$ cat src/rtl/reg_readback_serializer_if.sv
// Serial readback stream bundle: one data bit per beat, valid/ready handshake.
// Framing flags mark the first and last beat of each register snapshot.
interface reg_readback_serializer_if;
  logic sdata;
  logic svalid;
  logic sready;
  logic sfirst;
  logic slast;

  modport master (
    output sdata, svalid, sfirst, slast,
    input  sready
  );

  modport slave (
    input  sdata, svalid, sfirst, slast,
    output sready
  );
endinterface

$ cat src/rtl/reg_readback_serializer.sv
// Snapshots a register Q bus on start and streams it out one bit per beat.
// Define READBACK_PARITY_EN to append an even-parity beat to every frame.
module reg_readback_serializer #(
  parameter int WIDTH     = 16,
  parameter bit MSB_FIRST = 1'b1
) (
  input  logic             clk,
  input  logic             rst,
  input  logic             start,
  input  logic [WIDTH-1:0] q_in,
  output logic             busy,
  output logic             done,
  reg_readback_serializer_if.master s
);

  localparam int CW = $clog2(WIDTH + 1);
`ifdef READBACK_PARITY_EN
  localparam int NBEATS = WIDTH + 1;
`else
  localparam int NBEATS = WIDTH;
`endif
  localparam logic [CW-1:0] LAST = CW'(NBEATS - 1);

  typedef enum logic [1:0] {
    IDLE,
    SHIFT,
    DONE
  } state_t;

  state_t           state;
  logic [WIDTH-1:0] shadow;
  logic [WIDTH-1:0] sh_nxt;
  logic [CW-1:0]    cnt;
  logic [CW-1:0]    cnt_inc;
  logic             first_bit;
  logic             nxt_bit;
  logic             sdata_q;
  logic             svalid_q;
  logic             sfirst_q;
  logic             slast_q;
`ifdef READBACK_PARITY_EN
  logic             par_q;
`endif

  // The outgoing bit always sits at the shadow edge; shifting exposes the next one.
  always_comb begin
    sh_nxt    = MSB_FIRST ? (shadow << 1) : (shadow >> 1);
    cnt_inc   = cnt + CW'(1);
    first_bit = MSB_FIRST ? q_in[WIDTH-1] : q_in[0];
    nxt_bit   = MSB_FIRST ? sh_nxt[WIDTH-1] : sh_nxt[0];
`ifdef READBACK_PARITY_EN
    if (cnt_inc == CW'(WIDTH))
      nxt_bit = par_q;
`endif
  end

  always_ff @(posedge clk) begin
    if (rst) begin
      state    <= IDLE;
      shadow   <= '0;
      cnt      <= '0;
      busy     <= 1'b0;
      done     <= 1'b0;
      sdata_q  <= 1'b0;
      svalid_q <= 1'b0;
      sfirst_q <= 1'b0;
      slast_q  <= 1'b0;
`ifdef READBACK_PARITY_EN
      par_q    <= 1'b0;
`endif
    end else begin
      unique case (state)
        IDLE: begin
          done <= 1'b0;
          if (start) begin
            state    <= SHIFT;
            shadow   <= q_in;
            cnt      <= '0;
            busy     <= 1'b1;
            svalid_q <= 1'b1;
            sdata_q  <= first_bit;
            sfirst_q <= 1'b1;
            slast_q  <= (LAST == '0);
`ifdef READBACK_PARITY_EN
            par_q    <= ^q_in;
`endif
          end
        end
        SHIFT: begin
          if (s.sready) begin
            sfirst_q <= 1'b0;
            if (cnt == LAST) begin
              state    <= DONE;
              done     <= 1'b1;
              svalid_q <= 1'b0;
              sdata_q  <= 1'b0;
              slast_q  <= 1'b0;
            end else begin
              cnt     <= cnt_inc;
              shadow  <= sh_nxt;
              sdata_q <= nxt_bit;
              slast_q <= (cnt_inc == LAST);
            end
          end
        end
        DONE: begin
          state <= IDLE;
          done  <= 1'b0;
          busy  <= 1'b0;
        end
        default: begin
          state    <= IDLE;
          busy     <= 1'b0;
          done     <= 1'b0;
          svalid_q <= 1'b0;
          sdata_q  <= 1'b0;
          sfirst_q <= 1'b0;
          slast_q  <= 1'b0;
        end
      endcase
    end
  end

  assign s.sdata  = sdata_q;
  assign s.svalid = svalid_q;
  assign s.sfirst = sfirst_q;
  assign s.slast  = slast_q;

endmodule

$ cat src/flat_wrapper.sv
// flat-port wrapper written by rule: the top's interface ports become plain ports
module reg_readback_serializer_flat 
#(
  parameter int WIDTH     = 16,
  parameter bit MSB_FIRST = 1'b1
)
  (clk, rst, start, q_in, busy, done, s_sdata, s_svalid, s_sfirst, s_slast, s_sready);
  reg_readback_serializer_if s_i ();
  input  logic clk;
  input  logic rst;
  input  logic start;
  input  logic [WIDTH-1:0] q_in;
  output logic busy;
  output logic done;
  output wire logic [$bits(s_i.sdata)-1:0] s_sdata;
  output wire logic [$bits(s_i.svalid)-1:0] s_svalid;
  output wire logic [$bits(s_i.sfirst)-1:0] s_sfirst;
  output wire logic [$bits(s_i.slast)-1:0] s_slast;
  input wire logic [$bits(s_i.sready)-1:0] s_sready;
  assign s_sdata = s_i.sdata;
  assign s_svalid = s_i.svalid;
  assign s_sfirst = s_i.sfirst;
  assign s_slast = s_i.slast;
  assign s_i.sready = s_sready;
  reg_readback_serializer #(.WIDTH(WIDTH), .MSB_FIRST(MSB_FIRST)) u_core (.clk(clk), .rst(rst), .start(start), .q_in(q_in), .busy(busy), .done(done), .s(s_i));
endmodule
$ cat config.mk
export PLATFORM = sky130hd
export DESIGN_NAME = reg_readback_serializer_flat
export DESIGN_NICKNAME = d
export VERILOG_FILES = /design/src/rtl/reg_readback_serializer_if.sv /design/src/rtl/reg_readback_serializer.sv /design/src/flat_wrapper.sv
export SDC_FILE = /design/constraint.sdc
export NUM_CORES = 1
export LEC_CHECK = 0
export ABC_AREA = 1
export CORE_UTILIZATION = 56
export CTS_CLUSTER_SIZE = 40
export DETAILED_ROUTE_END_ITERATION = 10
export PLACE_DENSITY = 0.84
export SYNTH_ARGS = -nofsm -noshare
export SYNTH_HDL_FRONTEND = slang
export SYNTH_SLANG_ARGS = --single-unit
$ cat constraint.sdc
create_clock -name clk -period 2.95 [get_ports clk]
set_input_delay 0.59 -clock clk [delete_from_list [all_inputs] [get_ports clk]]
set_output_delay 0.59 -clock clk [all_outputs]
set_load 0.1 [all_outputs]
# Yosys cells after proc, flatten, opt, wreduce, memory -nomap -nowiden
# Cells that the tools add are included.
# Widths: inputs -> output; s select.
word_totals:
  input_bits: 20
  elab_cells: 56
  register_bits: 28
op_classes:
  bitwise_logic: 2
  muxes: 27
  n_reduce_logical: 9
  eq_ne: 8
  add_sub_neg: 1
op_table:
  columns: ["operator", "count"]
  rows:
  - ["$mux 15", 3]
  - ["$pmux 15 s2", 1]
  - ["$mux 5", 3]
  - ["$pmux 1 s3", 4]
  - ["$eq 5x4->1 const B", 2]
  - ["$mux 1", 10]
  - ["$pmux 5 s2", 1]
  - ["$reduce_and 4->1", 2]
  - ["$mux 2", 3]
  - ["$ne 2x2->1 const B", 3]
  - ["$reduce_and 3->1", 2]
  - ["$add 5x1->5 const B", 1]
  - ["$pmux 2 s2", 1]
  - ["$reduce_and 2->1", 2]
  - ["$eq 2x1->1 const B", 1]
  - ["$eq 2x2->1 const B", 1]
  - ["$logic_not 2->1", 1]
  - ["$ne 2x1->1 const B", 1]
  - ["$not 1->1", 2]
  - ["$pmux 1 s2", 1]
  - ["$reduce_bool 2->1", 1]
  - ["$reduce_or 2->1", 1]

# Depth between registers and ports, before layout
depth:
  depth_word: 5
  ltp_mapped: 10
  mapped_depth_nobuf: 10

# Least setup slack after synthesis
# Ideal clock, no wire load.
synth_timing:
  path_kind: "register -> register"
  startpoint: "register u_core.cnt[0]"
  endpoint: "register u_core.shadow[10]"
  slack_ns: 1.364
  period_less_slack_ns: 1.586
  arrival_time_ns: 1.474
  setup_time_ns: 0.113
  stages_incl_launch_ff: 10
  required_ns: 2.837
  cell_sequence: "dfxtp_1 > ha_1 > nand2_1 > nor2_1 > ha_1 > a21oi_4 > nand3_4 > buf_4 > nor2_1 > nor2_1"
synth_via:
  elab_chain_cells: 3
synth_rtl:
  columns: ["element", "line_no", "text"]
  rows:
  - ["start, declared", "reg_readback_serializer.sv:33", "logic [CW-1:0] cnt;"]
  - ["start signal, assigned", "reg_readback_serializer.sv:99", "cnt <= cnt_inc;"]
  - ["$eq 5x4->1", "reg_readback_serializer.sv:92", "if (cnt == LAST) begin"]
  - ["$ne 2x2->1 (no line)", null, null]
  - ["$reduce_and 4->1 (no line)", null, null]
  - ["end signal, assigned", "reg_readback_serializer.sv:77", "shadow <= q_in;"]
  - ["end signal, assigned", "reg_readback_serializer.sv:100", "shadow <= sh_nxt;"]
  - ["end, declared", "reg_readback_serializer.sv:31", "logic [WIDTH-1:0] shadow;"]
# No other way between the ends.
# A chain may end at the register's enable or synchronous reset.

# Worst setup path in the final report
layout_timing:
  startpoint: "register u_core.cnt[1]"
  endpoint: "register u_core.cnt[2]"
layout_via:
  elab_chain_cells: 4
  word_cells_on_any_way: 7
  cone_classes: "1 x add/sub; 2 x eq/ne; 3 x mux; 1 x reduce/logical"
layout_rtl:
  columns: ["element", "line_no", "text"]
  rows:
  - ["$add 5x1->5", "reg_readback_serializer.sv:48", "cnt_inc = cnt + CW'(1);"]
  - ["$mux 5", "reg_readback_serializer.sv:92", null]
  - ["$mux 5", "reg_readback_serializer.sv:90", "if (s.sready) begin"]
  - ["$pmux 5 s2", "reg_readback_serializer.sv:72", "unique case (state)"]
# Several ways; a longest one is shown, not always the timed one. The select of a mux whose other input is x is not followed.

==> metrics.txt <==
pwr dens=483 nW/um^2; Root Driver=clkbuf_4; # rows=18; RSZ-0062 raised after global routing=false; # DRC=0; max cap viols=0; Die Y=approximately 53 microns; 1st-iter DRT viols=28; # clock sinks=28; slew at the pin with the worst max-slew slack=roughly 0.6 ns; Mapped Cells=222; met3 Use GR=0.0690; Leak=0.820 nW; Reg clk slew, reported paths=0.14 ns; launch point of the worst reg-to-reg path=u_core.cnt[1]; FFs w/ async S/R, synth=0; Ports=26; die area=2860 sq um; met1 usage in global routing=0.259; worst hold slack=0.478 ns; Worst-Skew Late Latency=0.33 ns; Comb power frac=0.256; die width=53.5 microns; CP Capture Type=register; final setup vio count=0; H-tree Lvls=1; Placer Congestion=0.806; finished layout cell area=1710 sq um; Top FF cell, synth=dfxtp_1; Yosys Warn Count=0; routed wire length=2.73 mm; critical path class=register to register; Psw=between 200 and 300 uW; largest net degree at the start of global routing=36; Post-Syn Area=about 1500 sq um; Final WS setup=1.04 ns; total CTS buffers=3; # port buffers=25; M2 GR Usage=0.342; TritonCTS clock tree=done; drt wl/cell=between 10 and 15 microns; internal power=~560 uW; worst min-delay path class=register to register; switch share=0.317; Net Count, Synth=about 250; setup bufs post-CTS=0; Starting Density=0.594; period utilization=0.648; register area share after synthesis=0.378; Cell variety after synth=25; pre-CTS setup slack=approximately 0.75 ns; Vias=~1300; Slew HR=0.602; VDD IR-drop max=~0.00055 V; Worst setup startpoint=u_core.cnt[1]; area delta synth->final=15.3%; remaining antenna violation count after routing=0; Post-synth EDFFs=0; layout cells sized above 1=0.0664; Clk pwr share=0.226; Final Util=0.685; vias in the first global route=1033; CP Launch Type=register; maximum clock path buffer count=2; Final nets=265; final hold violations=0; gr usage total=0.207; synthesis-stage register bit count=28; first-pass GRT wire length=4.24 mm; Worst Clk Skew=approximately 0.00073 ns; Critical Path Fanout Max=35; Worst EP arrival=approximately 2.2 ns; Post-CTS Hold Fix Bufs=0; hold path start=u_core.s.sfirst; GR peak layer=met2; Max Freq=between 500 and 600 MHz; Post-Place Cell Area=1680 sq um; initial antenna violation count=0; total negative slack=0 ns; total gr overflow=0; fin. max-slew vios=0; post-DR vias/cell=4.92; 1st-pass router iterations=4; Detailed Place HPWL=1.91 mm; core area=around 2500 sq um; post_cts resized=0; status=complete, no violations; ant diodes=0; Req. time, crit path=3.20 ns; Avg Cell Area, Syn=6.68 sq um; Seq pwr share=0.518; Tmin final=1.91 ns
[state kept, by name (all words and copies together), names as in the netlist]
name and count:
u_core.s.svalid 1, u_core.busy 1, u_core.state 2, u_core.s.sfirst 1, u_core.shadow 15, u_core.done 1
u_core.s.sdata 1, u_core.s.slast 1, u_core.cnt 5
[kinds of logic (layout without fill, tap and decap cells)]
kind of cell | after synthesis | count (layout) | synth area share
AO/OA/AOI/OAI | 25 | 25 | 0.0936
XOR/XNOR | 2 | 2 | 0.0118
adder cells (fa/ha/maj) | 3 | 3 | 0.0253
buffers and inverters | 37 | 56 | 0.123
flip-flops | 28 | 28 | 0.378
AND/OR/NAND/NOR | 127 | 127 | 0.368
[final timing paths]
check                                        to  slack [ns]  cells after the start
worst max-delay path              u_core.cnt[2]        1.04                     10
worst min-delay path            u_core.s.sfirst        0.48                      2
worst max register to register    u_core.cnt[2]        1.04                     10
worst min register to register  u_core.s.sfirst        0.48                      2
[synthesized netlist by cell type, types with 2 or more instances]
cell,n,area (sq um)
nand2_1,72,270
nor2_1,37,139
dfxtp_1,28,561
inv_1,26,97.6
o21ai_0,16,80.1
a21oi_1,7,35.0
nand3_1,7,35.0
buf_4,4,30.0
buf_6,3,33.8
ha_1,3,37.5
buf_2,2,10.0
nand3_4,2,35.0
nand3b_1,2,15.0
nand4_1,2,12.5
[cells in the final DEF, fill, tap and decap left out, drive strengths merged]
master / instances
inv: 27
nor2: 38
o21bai: 1
nand3: 9
buf: 6
clkdlybuf4s50: 19
nor3: 1
nand2: 73
ha: 3
nand4: 2
a21oi: 8
o21ai: 16
nor4: 1
nand2b: 1
xnor2: 1
nand3b: 2
clkbuf: 4
dfxtp: 28
xor2: 1
[metrics by stage]
stage / std cells / total power, mW
5_1_grt: 271 / 0.872
4_1_cts: 271 / 0.834
3_3_place_gp: 267 / 0.643
3_5_place_dp: 267 / 0.648
2_1_floorplan: 222 / 0.605
6_report: 271 / 0.827
[routing by layer]
layer  vias up  part of all wire
li1        721                 -
met1       583              0.48
met2        27              0.46
met3         2             0.048
met4         0            0.0051
met5         -                 0
[critical path: stages (launching register included)]
cell	delay, ns
dfxtp_1	0.37
ha_1	0.21
nand2_1	0.08
nor2_1	0.04
ha_1	0.26
a21oi_4	0.24
nand3_4	0.32
nand2_1	0.17
nand2_1	0.06
nand2_1	0.05
inv_1	0.03
[power groups by stage]
stage	combinational [mW]	sequential, mW	clock (mW)
final	0.212	0.428	0.187
after global routing	0.239	0.432	0.202
after CTS	0.214	0.429	0.191
after detailed placement	0.212	0.437	0
after global placement	0.208	0.436	0
after floorplan	0.143	0.462	0
[cell type report]
cell class              instances  area, sq um
clock buffers                   4         36.3
fillers                       228          788
well taps                      30         37.5
multi-input cells             157          741
inverters                      27          101
flip-flops and latches         28          561
repair buffers                 25          235
No activity file was read; power rests on OpenSTA's default activity.
